## config.mk

```make
export PLATFORM = sky130hd
export DESIGN_NAME = mult_div_unit_flat
export DESIGN_NICKNAME = d
export VERILOG_FILES = /design/src/rtl/mdu_pkg.sv /design/src/rtl/mult_div_unit_if.sv /design/src/rtl/mdu_sign_adjust.sv /design/src/rtl/mult_div_unit.sv /design/src/flat_wrapper.sv
export SDC_FILE = /design/constraint.sdc
export NUM_CORES = 1
export LEC_CHECK = 0
export CORE_MARGIN = 1
export CORE_UTILIZATION = 45
export CTS_BUF_LIST = sky130_fd_sc_hd__clkbuf_4 sky130_fd_sc_hd__clkbuf_8
export DETAILED_ROUTE_END_ITERATION = 10
export PLACE_DENSITY_LB_ADDON = 0.25
export REMOVE_ABC_BUFFERS = 1
export SYNTH_ARGS = -nofsm -noshare
export SYNTH_HDL_FRONTEND = slang
export SYNTH_SLANG_ARGS = --single-unit
```

## constraint.sdc

```tcl
create_clock -name clock -period 13.02 [get_ports clock]
set_input_delay 2.604 -clock clock [delete_from_list [all_inputs] [get_ports clock]]
set_output_delay 2.604 -clock clock [all_outputs]
set_load 0.02 [all_outputs]
```

## src/rtl/mdu_pkg.sv

```systemverilog
// Shared definitions for the iterative multiply/divide unit: op encodings,
// FSM states and small op-classification helpers.
package mdu_pkg;

  localparam logic [1:0] MDU_OP_MULT  = 2'b00;
  localparam logic [1:0] MDU_OP_MULTU = 2'b01;
  localparam logic [1:0] MDU_OP_DIV   = 2'b10;
  localparam logic [1:0] MDU_OP_DIVU  = 2'b11;

  typedef enum logic [1:0] {
    MDU_MULT  = MDU_OP_MULT,
    MDU_MULTU = MDU_OP_MULTU,
    MDU_DIV   = MDU_OP_DIV,
    MDU_DIVU  = MDU_OP_DIVU
  } mdu_op_t;

  typedef enum logic [1:0] {
    MDU_IDLE,
    MDU_CALC,
    MDU_FINISH
  } mdu_state_t;

  function automatic logic isSignedOp(input mdu_op_t op);
    return (op == MDU_MULT) || (op == MDU_DIV);
  endfunction

  function automatic logic isDivOp(input mdu_op_t op);
    return (op == MDU_DIV) || (op == MDU_DIVU);
  endfunction

endpackage

```

## src/rtl/mult_div_unit_if.sv

```systemverilog
// Control-unit <-> MDU handshake and HI/LO read-out bundle.
// Carries div_zero only when MDU_DIV_ZERO_DETECT_EN is defined.
interface mult_div_unit_if #(parameter int unsigned WIDTH = 32);
  logic             start;
  logic [1:0]       op;
  logic [WIDTH-1:0] a;
  logic [WIDTH-1:0] b;
  logic             busy;
  logic             done;
  logic [WIDTH-1:0] hi;
  logic [WIDTH-1:0] lo;
`ifdef MDU_DIV_ZERO_DETECT_EN
  logic             div_zero;

  modport master (output start, op, a, b, input busy, done, hi, lo, div_zero);
  modport slave  (input start, op, a, b, output busy, done, hi, lo, div_zero);
`else
  modport master (output start, op, a, b, input busy, done, hi, lo);
  modport slave  (input start, op, a, b, output busy, done, hi, lo);
`endif
endinterface

```

## src/rtl/mdu_sign_adjust.sv

```systemverilog
// Two's-complement conditional negate; with negate tied to the sign bit it
// yields the absolute value.
module mdu_sign_adjust #(
  parameter int unsigned WIDTH = 32
) (
  input  logic [WIDTH-1:0] value,
  input  logic             negate,
  output logic [WIDTH-1:0] result
);

  always_comb begin
    result = value;
    if (negate) result = ~value + 1'b1;
  end

endmodule

```

## src/rtl/mult_div_unit.sv

```systemverilog
// Iterative MULT/MULTU/DIV/DIVU unit (shift-add / restoring, one bit per cycle)
// owning HI/LO. Optional MDU_DIV_ZERO_DETECT_EN short-circuits divide by zero.
module mult_div_unit
  import mdu_pkg::*;
#(
  parameter int unsigned WIDTH = 32
) (
  input logic            clock,
  input logic            reset,
  mult_div_unit_if.slave bus
);

  localparam int unsigned CW = (WIDTH > 1) ? $clog2(WIDTH) : 1;
  localparam logic [CW-1:0] LAST = CW'(WIDTH - 1);

  mdu_state_t state, nextState;
  mdu_op_t    opIn, opReg;

  logic [CW-1:0]      count;
  logic [WIDTH-1:0]   operandReg;
  logic [2*WIDTH-1:0] acc, accNext;
  logic               negResult, negRem, divByZero;
  logic [WIDTH-1:0]   hiReg, loReg;

  logic               signedIn, bZero, zeroShortcut;
  logic [WIDTH-1:0]   absA, absB;

  assign opIn     = mdu_op_t'(bus.op);
  assign signedIn = isSignedOp(opIn);
  assign bZero    = (bus.b == '0);

`ifdef MDU_DIV_ZERO_DETECT_EN
  assign zeroShortcut = isDivOp(opIn) && bZero;
`else
  assign zeroShortcut = 1'b0;
`endif

  mdu_sign_adjust #(.WIDTH(WIDTH)) absAInst (
    .value(bus.a), .negate(signedIn & bus.a[WIDTH-1]), .result(absA)
  );

  mdu_sign_adjust #(.WIDTH(WIDTH)) absBInst (
    .value(bus.b), .negate(signedIn & bus.b[WIDTH-1]), .result(absB)
  );

  // One iteration of either algorithm; operandReg is the multiplicand or the divisor.
  logic [WIDTH:0]     mulSum;
  logic [WIDTH-1:0]   addend;
  logic [2*WIDTH:0]   shifted;
  logic [WIDTH:0]     trial;
  logic               fits;
  logic [2*WIDTH-1:0] mulNext, divNext;

  always_comb begin
    addend  = acc[0] ? operandReg : '0;
    mulSum  = {1'b0, acc[2*WIDTH-1:WIDTH]} + {1'b0, addend};
    mulNext = {mulSum, acc[WIDTH-1:1]};

    shifted = {acc, 1'b0};
    fits    = shifted[2*WIDTH:WIDTH] >= {1'b0, operandReg};
    trial   = shifted[2*WIDTH:WIDTH] - {1'b0, operandReg};
    divNext = fits ? {trial[WIDTH-1:0], shifted[WIDTH-1:1], 1'b1}
                   : shifted[2*WIDTH-1:0];

    accNext = isDivOp(opReg) ? divNext : mulNext;
  end

  // Sign fix-up applied to the final iteration's result as it is written to HI/LO.
  logic [2*WIDTH-1:0] prodFixed;
  logic [WIDTH-1:0]   quotFixed, remFixed;
  logic [WIDTH-1:0]   finalHi, finalLo;

  mdu_sign_adjust #(.WIDTH(2*WIDTH)) prodFixInst (
    .value(accNext), .negate(negResult), .result(prodFixed)
  );

  // A zero divisor leaves the all-ones quotient unnegated.
  mdu_sign_adjust #(.WIDTH(WIDTH)) quotFixInst (
    .value(accNext[WIDTH-1:0]), .negate(negResult & ~divByZero), .result(quotFixed)
  );

  mdu_sign_adjust #(.WIDTH(WIDTH)) remFixInst (
    .value(accNext[2*WIDTH-1:WIDTH]), .negate(negRem), .result(remFixed)
  );

  always_comb begin
    finalHi = prodFixed[2*WIDTH-1:WIDTH];
    finalLo = prodFixed[WIDTH-1:0];
    if (isDivOp(opReg)) begin
      finalHi = remFixed;
      finalLo = quotFixed;
    end
  end

  always_ff @(posedge clock or posedge reset) begin
    if (reset) state <= MDU_IDLE;
    else       state <= nextState;
  end

  always_comb begin
    nextState = state;
    unique case (state)
      MDU_IDLE:   if (bus.start) nextState = zeroShortcut ? MDU_FINISH : MDU_CALC;
      MDU_CALC:   if (count == LAST) nextState = MDU_FINISH;
      MDU_FINISH: nextState = MDU_IDLE;
      default:    nextState = MDU_IDLE;
    endcase
  end

  always_ff @(posedge clock or posedge reset) begin
    if (reset) begin
      count      <= '0;
      acc        <= '0;
      operandReg <= '0;
      opReg      <= MDU_MULT;
      negResult  <= 1'b0;
      negRem     <= 1'b0;
      divByZero  <= 1'b0;
      hiReg      <= '0;
      loReg      <= '0;
    end else begin
      unique case (state)
        MDU_IDLE: begin
          if (bus.start) begin
            opReg     <= opIn;
            count     <= '0;
            negResult <= signedIn & (bus.a[WIDTH-1] ^ bus.b[WIDTH-1]);
            negRem    <= signedIn & bus.a[WIDTH-1];
            divByZero <= bZero;
            if (isDivOp(opIn)) begin
              acc        <= {{WIDTH{1'b0}}, absA};
              operandReg <= absB;
            end else begin
              acc        <= {{WIDTH{1'b0}}, absB};
              operandReg <= absA;
            end
          end
        end
        MDU_CALC: begin
          acc   <= accNext;
          count <= count + 1'b1;
          if (count == LAST) begin
            hiReg <= finalHi;
            loReg <= finalLo;
          end
        end
        default: ;
      endcase
    end
  end

`ifdef MDU_DIV_ZERO_DETECT_EN
  logic zeroFlag;

  always_ff @(posedge clock or posedge reset) begin
    if (reset)                  zeroFlag <= 1'b0;
    else if (state == MDU_IDLE) zeroFlag <= bus.start & zeroShortcut;
  end

  assign bus.div_zero = (state == MDU_FINISH) & zeroFlag;
`endif

  assign bus.busy = (state != MDU_IDLE);
  assign bus.done = (state == MDU_FINISH);
  assign bus.hi   = hiReg;
  assign bus.lo   = loReg;

endmodule
```

## src/flat_wrapper.sv

```systemverilog
// flat-port wrapper written by rule: the top's interface ports become plain ports
module mult_div_unit_flat import mdu_pkg::*;
#(
  parameter int unsigned WIDTH = 32
)
  (clock, reset, bus_start, bus_op, bus_a, bus_b, bus_busy, bus_done, bus_hi, bus_lo);
  mult_div_unit_if #(.WIDTH(WIDTH)) bus_i ();
  input logic clock;
  input logic reset;
  input wire logic [$bits(bus_i.start)-1:0] bus_start;
  input wire logic [$bits(bus_i.op)-1:0] bus_op;
  input wire logic [$bits(bus_i.a)-1:0] bus_a;
  input wire logic [$bits(bus_i.b)-1:0] bus_b;
  output wire logic [$bits(bus_i.busy)-1:0] bus_busy;
  output wire logic [$bits(bus_i.done)-1:0] bus_done;
  output wire logic [$bits(bus_i.hi)-1:0] bus_hi;
  output wire logic [$bits(bus_i.lo)-1:0] bus_lo;
  assign bus_i.start = bus_start;
  assign bus_i.op = bus_op;
  assign bus_i.a = bus_a;
  assign bus_i.b = bus_b;
  assign bus_busy = bus_i.busy;
  assign bus_done = bus_i.done;
  assign bus_hi = bus_i.hi;
  assign bus_lo = bus_i.lo;
  mult_div_unit #(.WIDTH(WIDTH)) u_core (.clock(clock), .reset(reset), .bus(bus_i));
endmodule
```

-- After elaboration in Yosys (flattened, before gate mapping)
Cells that the tools add are included.
- output and inout bits: 66
- bits of input ports: 69
- flip-flop bits (word level): 172
- word-level logic and storage cells: 70
- mux-type cells: 19
- magnitude comparators: 1
- bitwise logic cells: 11
- $add $sub $neg: 8
- equality and inequality tests: 9
- reductions and logical operators: 12
- operators by type and width (kind ; number):
    2-to-1 mux 32 bit ; 9
    2-to-1 mux 64 bit ; 4
    adder 32 x 1 -> 32 bit, second input constant ; 4
    inverter 32 bit ; 4
    case mux 64 bit (2 select lines) ; 1
    adder 64 x 1 -> 64 bit, second input constant ; 1
    inverter 64 bit ; 1
    adder 32 x 32 -> 33 bit ; 1
    greater-or-equal comparator 33 x 32 -> 1 bit ; 1
    logical NOT 32 bit ; 1
    subtractor 32 bit ; 1
    equality test 2 bit, second input constant ; 5
    case mux 5 bit (2 select lines) ; 1
    AND reduction 2 bit ; 4
    adder 5 x 1 -> 5 bit, second input constant ; 1
    equality test 5 bit, second input constant ; 1
    2-to-1 mux 5 bit ; 1
    AND 1 bit ; 4
    logical NOT 2 bit ; 2
    2-to-1 mux 2 bit ; 2
    case mux 2 bit (2 select lines) ; 1
    nonzero test 2 bit ; 2
    logical OR 1 bit ; 3
    equality test 2 x 1 -> 1 bit, second input constant ; 1
    4 further kinds ; 4

-- Longest topological paths before layout
Gate-level depths: netlist (run 1).
- depth in word-level cells: 7
- gate-level depth with buffers: 21
- depth with buffers taken out: 19

-- Modules after synthesis
Synthesis (run 1) repeated with hierarchy kept, for this count alone.
- cell total of the unflattened synthesis: 2045
- area total of the unflattened synthesis: 17224.0 um2
- by module, submodules not included (module ; seq. area each (um2) ; instances ; cells an instance ; area an instance (um2)):
    mult_div_unit ; 4279.1 ; 1 ; 1452 ; 12585.8
    mdu_sign_adjust (u_core.absAInst ...) ; 0.0 ; 4 ; 99 ; 777.0
    mdu_sign_adjust (u_core.prodFixInst) ; 0.0 ; 1 ; 197 ; 1530.2

-- Least setup slack after synthesis (run 1)
No wires, ideal clock.
- kind: input port to flip-flop
- from: in bus_a[16]
- to: reg u_core.acc[28]
- data required time: 12878 ps
- arrival time: 5000 ps
- setup slack: 7878 ps
- library setup time: 142 ps
- cell stages on the path: 10
- path buffers: 0
- cells stage by stage: or3_1 or3_1 or3_1 or2_2 or2_2 o21ai_0 nand2_1 xor2_1 a21oi_1 o221ai_1
- word-level cells in the longest chain between the ends: 6
- ends and longest elaborated chain (what ; line ; source):
    start, declared ; flat_wrapper.sv:12 ; input wire logic [$bits(bus_i.a)-1:0] bus_a;
    inverter 32 bit ; mdu_sign_adjust.sv:13 ; if (negate) result = ~value + 1'b1;
    adder 32 x 1 -> 32 bit ; mdu_sign_adjust.sv:13 ;
    2-to-1 mux 32 bit ; mdu_sign_adjust.sv:13 ;
    2-to-1 mux 32 bit ; mult_div_unit.sv:130 ; if (isDivOp(opIn)) begin
    2-to-1 mux 64 bit ; mult_div_unit.sv:124 ; if (bus.start) begin
    case mux 64 bit (2 select lines) ; mult_div_unit.sv:122 ; unique case (state)
    end signal, assigned ; mult_div_unit.sv:131 ; acc <= {{WIDTH{1'b0}}, absA};
    end signal, assigned ; mult_div_unit.sv:134 ; acc <= {{WIDTH{1'b0}}, absB};
    end signal, assigned ; mult_div_unit.sv:140 ; acc <= accNext;
    end, declared ; mult_div_unit.sv:21 ; logic [2*WIDTH-1:0] acc, accNext;
No other way between the ends. The select of a mux whose other input is x is not followed.
A chain may end at the register's enable or synchronous reset.

-- Final worst setup path (run 1)
- from: reg u_core.acc[31]
- to: reg u_core.hiReg[28], in the netlist u_core.bus.hi[28]
- word-level cells in the longest chain between the ends: 7
- elaborated cells between the ends (all ways): 11
- those cells by class: add/sub (3); order compare (1); mux (5); bitwise (2)
- ends and longest elaborated chain (what ; line ; source):
    subtractor 32 bit / greater-or-equal comparator 33 x 32 -> 1 bit (equally long branches) ; mult_div_unit.sv:61, mult_div_unit.sv:60 ;
    2-to-1 mux 64 bit ; mult_div_unit.sv:62 ; divNext = fits ? {trial[WIDTH-1:0], shifted[WIDTH-1:1], 1'b1}
    2-to-1 mux 64 bit (*) ; mult_div_unit.sv:65 ; accNext = isDivOp(opReg) ? divNext : mulNext;
    inverter 64 bit / inverter 32 bit (equally long branches) ; mdu_sign_adjust.sv:13 ;
    adder 64 x 1 -> 64 bit / adder 32 x 1 -> 32 bit (equally long branches) ; mdu_sign_adjust.sv:13 ;
    2-to-1 mux 64 bit / 2-to-1 mux 32 bit (equally long branches) ; mdu_sign_adjust.sv:13 ;
    2-to-1 mux 32 bit (*) ; mult_div_unit.sv:89 ; if (isDivOp(opReg)) begin
    end signal, assigned ; mult_div_unit.sv:143 ; hiReg <= finalHi;
    end, declared ; mult_div_unit.sv:23 ; logic [WIDTH-1:0] hiReg, loReg;
Every way passes the cells marked *; elsewhere a longest branch is shown, timed or not.

==> results.ini, run 1 <==
[power]
vdd_drop_max_uv = 123
power_frac_comb = 0.731
cellInternalPower_mw = 2.69
p_switching_mw = 3.22
switching_share = 0.545
p_per_area_nw_per_um2 = 328
power.share.sequential = 0.192
clkPwrFrac = 0.076
p_leak_nw = 7.34

[synth]
syn_avg_cell_area_um2 = 7.54
synth_area_um2 = 16100
synth_commonest_cells = 281 x nand2_1, 242 x o21ai_0, 171 x dfrtp_1
synth_cells = 2136
synth_edf_count = 0
synth.area.top_cells = dfrtp_1 27%, o21ai_0 7.5%, nand2_1 6.5%, ha_1 5.4%, a21oi_1 5.3%
yosysMostFrequentCell = nand2_1
yosysSeqAreaShare = 0.266
ys.flop_type = dfrtp_1
synth_top_area_frac = 0.266
synth-async-reset-ratio = 1.00
ys_ff_latch = 171
yosysTopAreaCell = dfrtp_1
synth_cell_type_count = 95
yosys_warnings = 0

[layout]
final_util = 0.517
drive_gt1_frac = 0.0535
nets = 2297
diodes = 0
syn_to_final_growth_pct = 11.9

[placed_design]
place_congestion = 0.930
io_buffers = 134
dp_hpwl_um = 39300

[die]
die-area_um2 = 36600
rows = 68
core_um2 = 34900
die-height_um = 191
ios = 135
fp.dieW_um = 191
start_util = 0.462

[routing]
drtIter0Drc = 1453
routed_wl_um = 52800
viasPerCell = 6.12
dr.pass1.iters = 6
vias = 16100
ant_nets = 0
drc = 0
wl_per_cell_um = 20.1

[timing]
finalCritPeriodShare = 0.446
tightestPinTransition_ps = 1040
fin_tns_setup_ps = 0
hold_viol_final = 0
relSlewSlack = 0.306
final-setup-viol-count = 0
fin_crit_ps = 5810
fin_skew_ps = 21.3
fmax_mhz = 172
slew_violations = 0
rsz0062_at_grt = no

[outcome]
status = completed

[worst_hold_path]
min_from = u_core.bus.hi[5]
whs_path_depth = 2
hp-class = reg -> reg

[grt]
grt_pass1_vias = 14800
grt_start_max_net_pins = 102
antenna_found_initial = 2
grt_pass1_wl_um = 82600
grt_usage = 0.291
grt_overflow = 0

[worst_setup_path]
cp-start-kind = flip-flop
r2r-start = u_core.acc[31]
reg2regPathDepth = 20
required_ps = 13410
arrival_ps = 6200
crit_fanout = 11
end_kind = flip-flop
r2r_slack_ps = 7210
crit_start = u_core.acc[31]
crit_type = reg -> reg

[clock_network]
cts_buffer_depth = 2
htreeDepth = 4
postCtsResizedCells = 0
cts.hold.buffers_added = 0
root_buffer = clkbuf_8
clkSinkCount = 171
cts_inserted_buffers = 17
tritoncts = yes
clock_latency_ps = 540
cts_setup_buffers = 0
path_clk_slew_ps = 110

[flow_run]
maxCapViolCount = 0

==> stage by stage <==
step	std cells	setup slack (ps)	area (um^2)	hold WS (ps)	power [mW]
floorplan	1981	5070	15500	449	4.14
detailed placement	2592	6920	17600	469	5.38
finish	2624	7210	18000	482	5.91
global route	2624	6860	18000	507	6.39
global placement	2592	6960	17600	459	5.31
CTS	2624	7280	18000	490	5.85
==> cells in the final DEF (no fill, tap or decap), types with 17 or more instances in the layout <==
| cell type | instances |
|---|---|
| nand3_1 | 80 |
| o31ai_1 | 23 |
| nor3_1 | 41 |
| dfrtp_1 | 170 |
| o21ai_0 | 242 |
| inv_1 | 61 |
| nand2_1 | 279 |
| and2_1 | 39 |
| xnor2_1 | 92 |
| o21a_1 | 19 |
| nand2b_1 | 17 |
| ha_1 | 70 |
| o221ai_1 | 24 |
| nand4_1 | 24 |
| clkbuf_8 | 18 |
| a21o_1 | 20 |
| mux2i_1 | 46 |
| nor2_1 | 158 |
| a21oi_1 | 170 |
| a31oi_1 | 28 |
| o211ai_1 | 31 |
| clkdlybuf4s50_1 | 133 |
| buf_4 | 22 |
| xor2_1 | 79 |
==> worst max-delay path, cell delays in order (launching register included) <==
cell and delay (ps):
dfrtp_1 450, inv_1 290, ha_1 230, nor2b_1 60, o21bai_1 440, a21oi_4 160
o31ai_2 260, buf_4 270, a31oi_1 230, inv_1 180, ha_1 230, or3b_2 510
nor3_1 400, nand2b_1 250, nor3_1 490, nand2_1 320, nand2_1 190, nand3_1 110
o31ai_1 340, xor2_1 160, o21ai_0 80
==> worst paths after layout <==
check	end
max	u_core.bus.hi[28]
max in group asynchronous	u_core.acc[59]
min reg2reg	u_core.bus.hi[5]
max reg2reg	u_core.bus.hi[28]
min in group asynchronous	u_core.bus.lo[1]
min	u_core.bus.hi[5]
==> flip-flops by register name, indices dropped and copies added (netlist names) <==
register,count
u_core.bus.lo,32
u_core.operandReg,32
u_core.acc,64
u_core.negResult,1
u_core.divByZero,1
u_core.negRem,1
u_core.opReg,1
u_core.state,2
u_core.bus.hi,32
u_core.count,5
==> metal layers <==
layer,GRT usage,part of all wire,up-vias
met5,0,0,-
met4,0.118,0.031,0
met3,0.0452,0.076,84
met2,0.454,0.45,694
met1,0.400,0.45,7567
li1,-,-,7716
==> cells by family (layout without fill, tap and decap cells) <==
group | Yosys count | in the layout | share of synthesized area
XOR/XNOR | 171 | 171 | 0.0930
multiplexers | 51 | 51 | 0.0321
adder cells (fa/ha/maj) | 72 | 72 | 0.0569
flip-flops | 171 | 171 | 0.266
AND/OR/NAND/NOR | 762 | 762 | 0.227
AO/OA/AOI/OAI | 691 | 691 | 0.271
buffers and inverters | 218 | 251 | 0.0548
==> cell type report <==
type | instances | area, um^2
multi-input cells | 1747 | 11000
inverters | 63 | 241
flip-flops and latches | 171 | 4280
clock inverters | 14 | 205
clock buffers | 18 | 248
fillers | 3399 | 16900
well taps | 455 | 569
repair buffers | 156 | 1500
==> power by group through the flow <==
stage,logic (mW),clock network [mW],registers (mW)
after global routing,4.74,0.479,1.17
after detailed placement,4.24,0,1.13
final,4.32,0.452,1.14
after global placement,4.18,0,1.13
after floorplan,2.95,0,1.18
after CTS,4.26,0.461,1.13
Note: power is estimated with default switching activity, not from simulation.
==> run 2: changes to the inputs <==
- clock period: 13.02 -> 4.9 ns (I/O delays scaled with it)
==> run 2 against run 1 <==
Effect of this change:
- non-clock buffer count rose by 80
- first-iteration DRC count rose by 20%
- sequential share of layout area fell by 0.75 points
- hold slack got worse by 1.7 ps
- via count rose by 3.6%
- critical path depth fell by 4
- critical path type unchanged
==> results.ini, run 2 (synthesized netlist as in run 1, its figures left out) <==
[grt]
grt_overflow = 0  ; unchanged
antenna_found_initial = 0  ; was 2
grt_usage = 0.319  ; was 0.291
grt_start_max_net_pins = 94  ; was 102
grt_pass1_vias = 15800  ; was 14800
grt_pass1_wl_um = 90200  ; was 82600 um

[layout]
drive_gt1_frac = 0.0912  ; was 0.0535
syn_to_final_growth_pct = 15.5  ; was 11.9%
regMostFlops = u_core.acc  ; unchanged
nets = 2377  ; was 2297
diodes = 0  ; unchanged
final_cell_mix = 278 x nand2_1, 242 x o21ai_0, 170 x a21oi_1, 170 x dfrtp_1, 158 x nor2_1  ; was 279 x nand2_1, 242 x o21ai_0, 170 x a21oi_1, 170 x dfrtp_1, 158 x nor2_1
largest_reg_flops = 64  ; unchanged
n_fill_cell = 3438  ; was 3399
final_common_cell = nand2_1  ; unchanged

[timing]
final-setup-viol-count = 0  ; unchanged
tightestPinTransition_ps = 1200  ; was 1040 ps
relSlewSlack = 0.198  ; was 0.306
holdWs_ps = 480  ; was 482 ps
fin_crit_ps = 4680  ; was 5810 ps
slew_violations = 0  ; unchanged
fmax_mhz = 214  ; was 172 MHz
hold_viol_final = 0  ; unchanged
fin_tns_setup_ps = 0  ; unchanged
finalCritPeriodShare = 0.955  ; was 0.446
fin_skew_ps = 18.1  ; was 21.3 ps

[die]
start_util = 0.462  ; unchanged
fp.dieW_um = 191  ; unchanged
core_um2 = 34900  ; unchanged
ios = 135  ; unchanged
rows = 68  ; unchanged
die-area_um2 = 36600  ; unchanged
die-height_um = 191  ; unchanged

[placed_design]
io_buffers = 134  ; unchanged
place_congestion = 0.938  ; was 0.930
dp_hpwl_um = 43900  ; was 39300 um

[routing]
drc = 0  ; unchanged
drtIter0Drc = 1738  ; was 1453
routed_wl_um = 57400  ; was 52800 um
dr.pass1.iters = 6  ; unchanged
viasPerCell = 6.15  ; was 6.12
vias = 16600  ; was 16100
wl_per_cell_um = 21.2  ; was 20.1 um
ant_nets = 0  ; unchanged

[worst_hold_path]
hp-class = reg -> reg  ; unchanged

[clock_network]
cts.hold.buffers_added = 0  ; unchanged
cts_inserted_buffers = 17  ; unchanged
clkSinkCount = 171  ; unchanged
cts_buffer_depth = 2  ; unchanged
htreeDepth = 4  ; unchanged
clock_latency_ps = 530  ; was 540 ps
root_buffer = clkbuf_8  ; unchanged
path_clk_slew_ps = 100  ; was 110 ps
tritoncts = yes  ; unchanged

[worst_setup_path]
arrival_ps = 5090  ; was 6200 ps
required_ps = 5310  ; was 13410 ps
crit_family = simple AND/OR/NAND/NOR gates  ; unchanged
crit_type = reg -> reg  ; unchanged
end_kind = flip-flop  ; unchanged
slowest_delay_ps = 510  ; about the same
path_common_cell = buf_4
cp_slowest_cell = or4_1  ; was or3b_2
path_cells = ha_1 -> and4_1 -> nand4_1 -> nor4_2 -> buf_4 -> o31a_4 -> nor2_2 -> buf_4 -> nor2_1 -> buf_4 -> a21oi_1 -> o22ai_1 -> nand4_1 -> or4_1 -> a211oi_1 -> o21ai_1  ; was inv_1 -> ha_1 -> nor2b_1 -> o21bai_1 -> a21oi_4 -> o31ai_2 -> buf_4 -> a31oi_1 -> inv_1 -> ha_1 -> or3b_2 -> nor3_1 -> nand2b_1 -> nor3_1 -> nand2_1 -> nand2_1 -> nand3_1 -> o31ai_1 -> xor2_1 -> o21ai_0
crit_fanout = 8  ; was 11
crit_buf_inv = 3  ; unchanged
cp-start-kind = flip-flop  ; unchanged

[flow_run]
maxCapViolCount = 0  ; unchanged

[outcome]
status = completed  ; unchanged

==> run 2: metal layers <==
metal  track usage  up-vias  wire (um)
met5             0        -          0
met4         0.119        0       1880
met3        0.0398      127       3770
met2         0.507      703      26100
met1         0.442     7921      25600
li1              -     7887          -
==> run 2: layout make-up <==
class                           instances  area (um^2)  area share
Multi-Input combinational cell       1747        11000       0.593
Sequential cell                       171         4280       0.230
Timing Repair Buffer                  236         2110       0.114
Tap cell                              455          569      0.0306
Clock buffer                           20          275      0.0148
Inverter                               63          241      0.0130
Clock inverter                         12         97.6     0.00525
==> run 2: what timing repair did <==
item	4_1_cts	5_1_grt
endpoints found under the setup margin	0	11
resized for setup	0	12
buffers inserted	0	1
==> run 2: metrics by stage <==
stage | cell area [um^2] | worst slack, ps | util | cells
after floorplan | 15500 | -3050 | - | 1981
after global placement | 18200 | -15.9 | 0.521 | 2671
after detailed placement | 18200 | 20.4 | 0.521 | 2671
after CTS | 18500 | 0.234 | 0.532 | 2703
after global routing | 18600 | -29.1 | 0.533 | 2704
final | 18600 | 221 | 0.533 | 2704
==> run 2: final timing paths <==
path / from / endpoint / slack (ps) / cells after the start
setup / recovery: u_core.acc[52] / u_core.bus.hi[30] / 220 / 16
max in group asynchronous: reset / u_core.bus.hi[29] / 3080 / 3
hold reg to reg: u_core.bus.hi[6] / u_core.bus.hi[6] / 480 / 2
hold / removal: u_core.bus.hi[6] / u_core.bus.hi[6] / 480 / 2
setup reg to reg: u_core.acc[52] / u_core.bus.hi[30] / 220 / 16
min in group asynchronous: reset / u_core.bus.lo[7] / 940 / 2
==> run 2: worst reg2reg max path: stages (launching register included) <==
cell and delay, ps:
dfrtp_1 460, ha_1 420, and4_1 330, nand4_1 270
nor4_2 430, buf_4 190, o31a_4 240, nor2_2 140
buf_4 210, nor2_1 300, buf_4 190, a21oi_1 100
o22ai_1 220, nand4_1 220, or4_1 510, a211oi_1 240
o21ai_1 90
Power of run 2 is not shown: default switching activity piles up to over one toggle a cycle in this logic, so the estimate is an artifact.
==> run 3: changes to the inputs <==
- CORE_MARGIN: 1 -> unset
==> results of run 3 <==
The final DEF is identical to that of run 2; final timing and power are the same.
Power of run 3 is left out for the same reason.
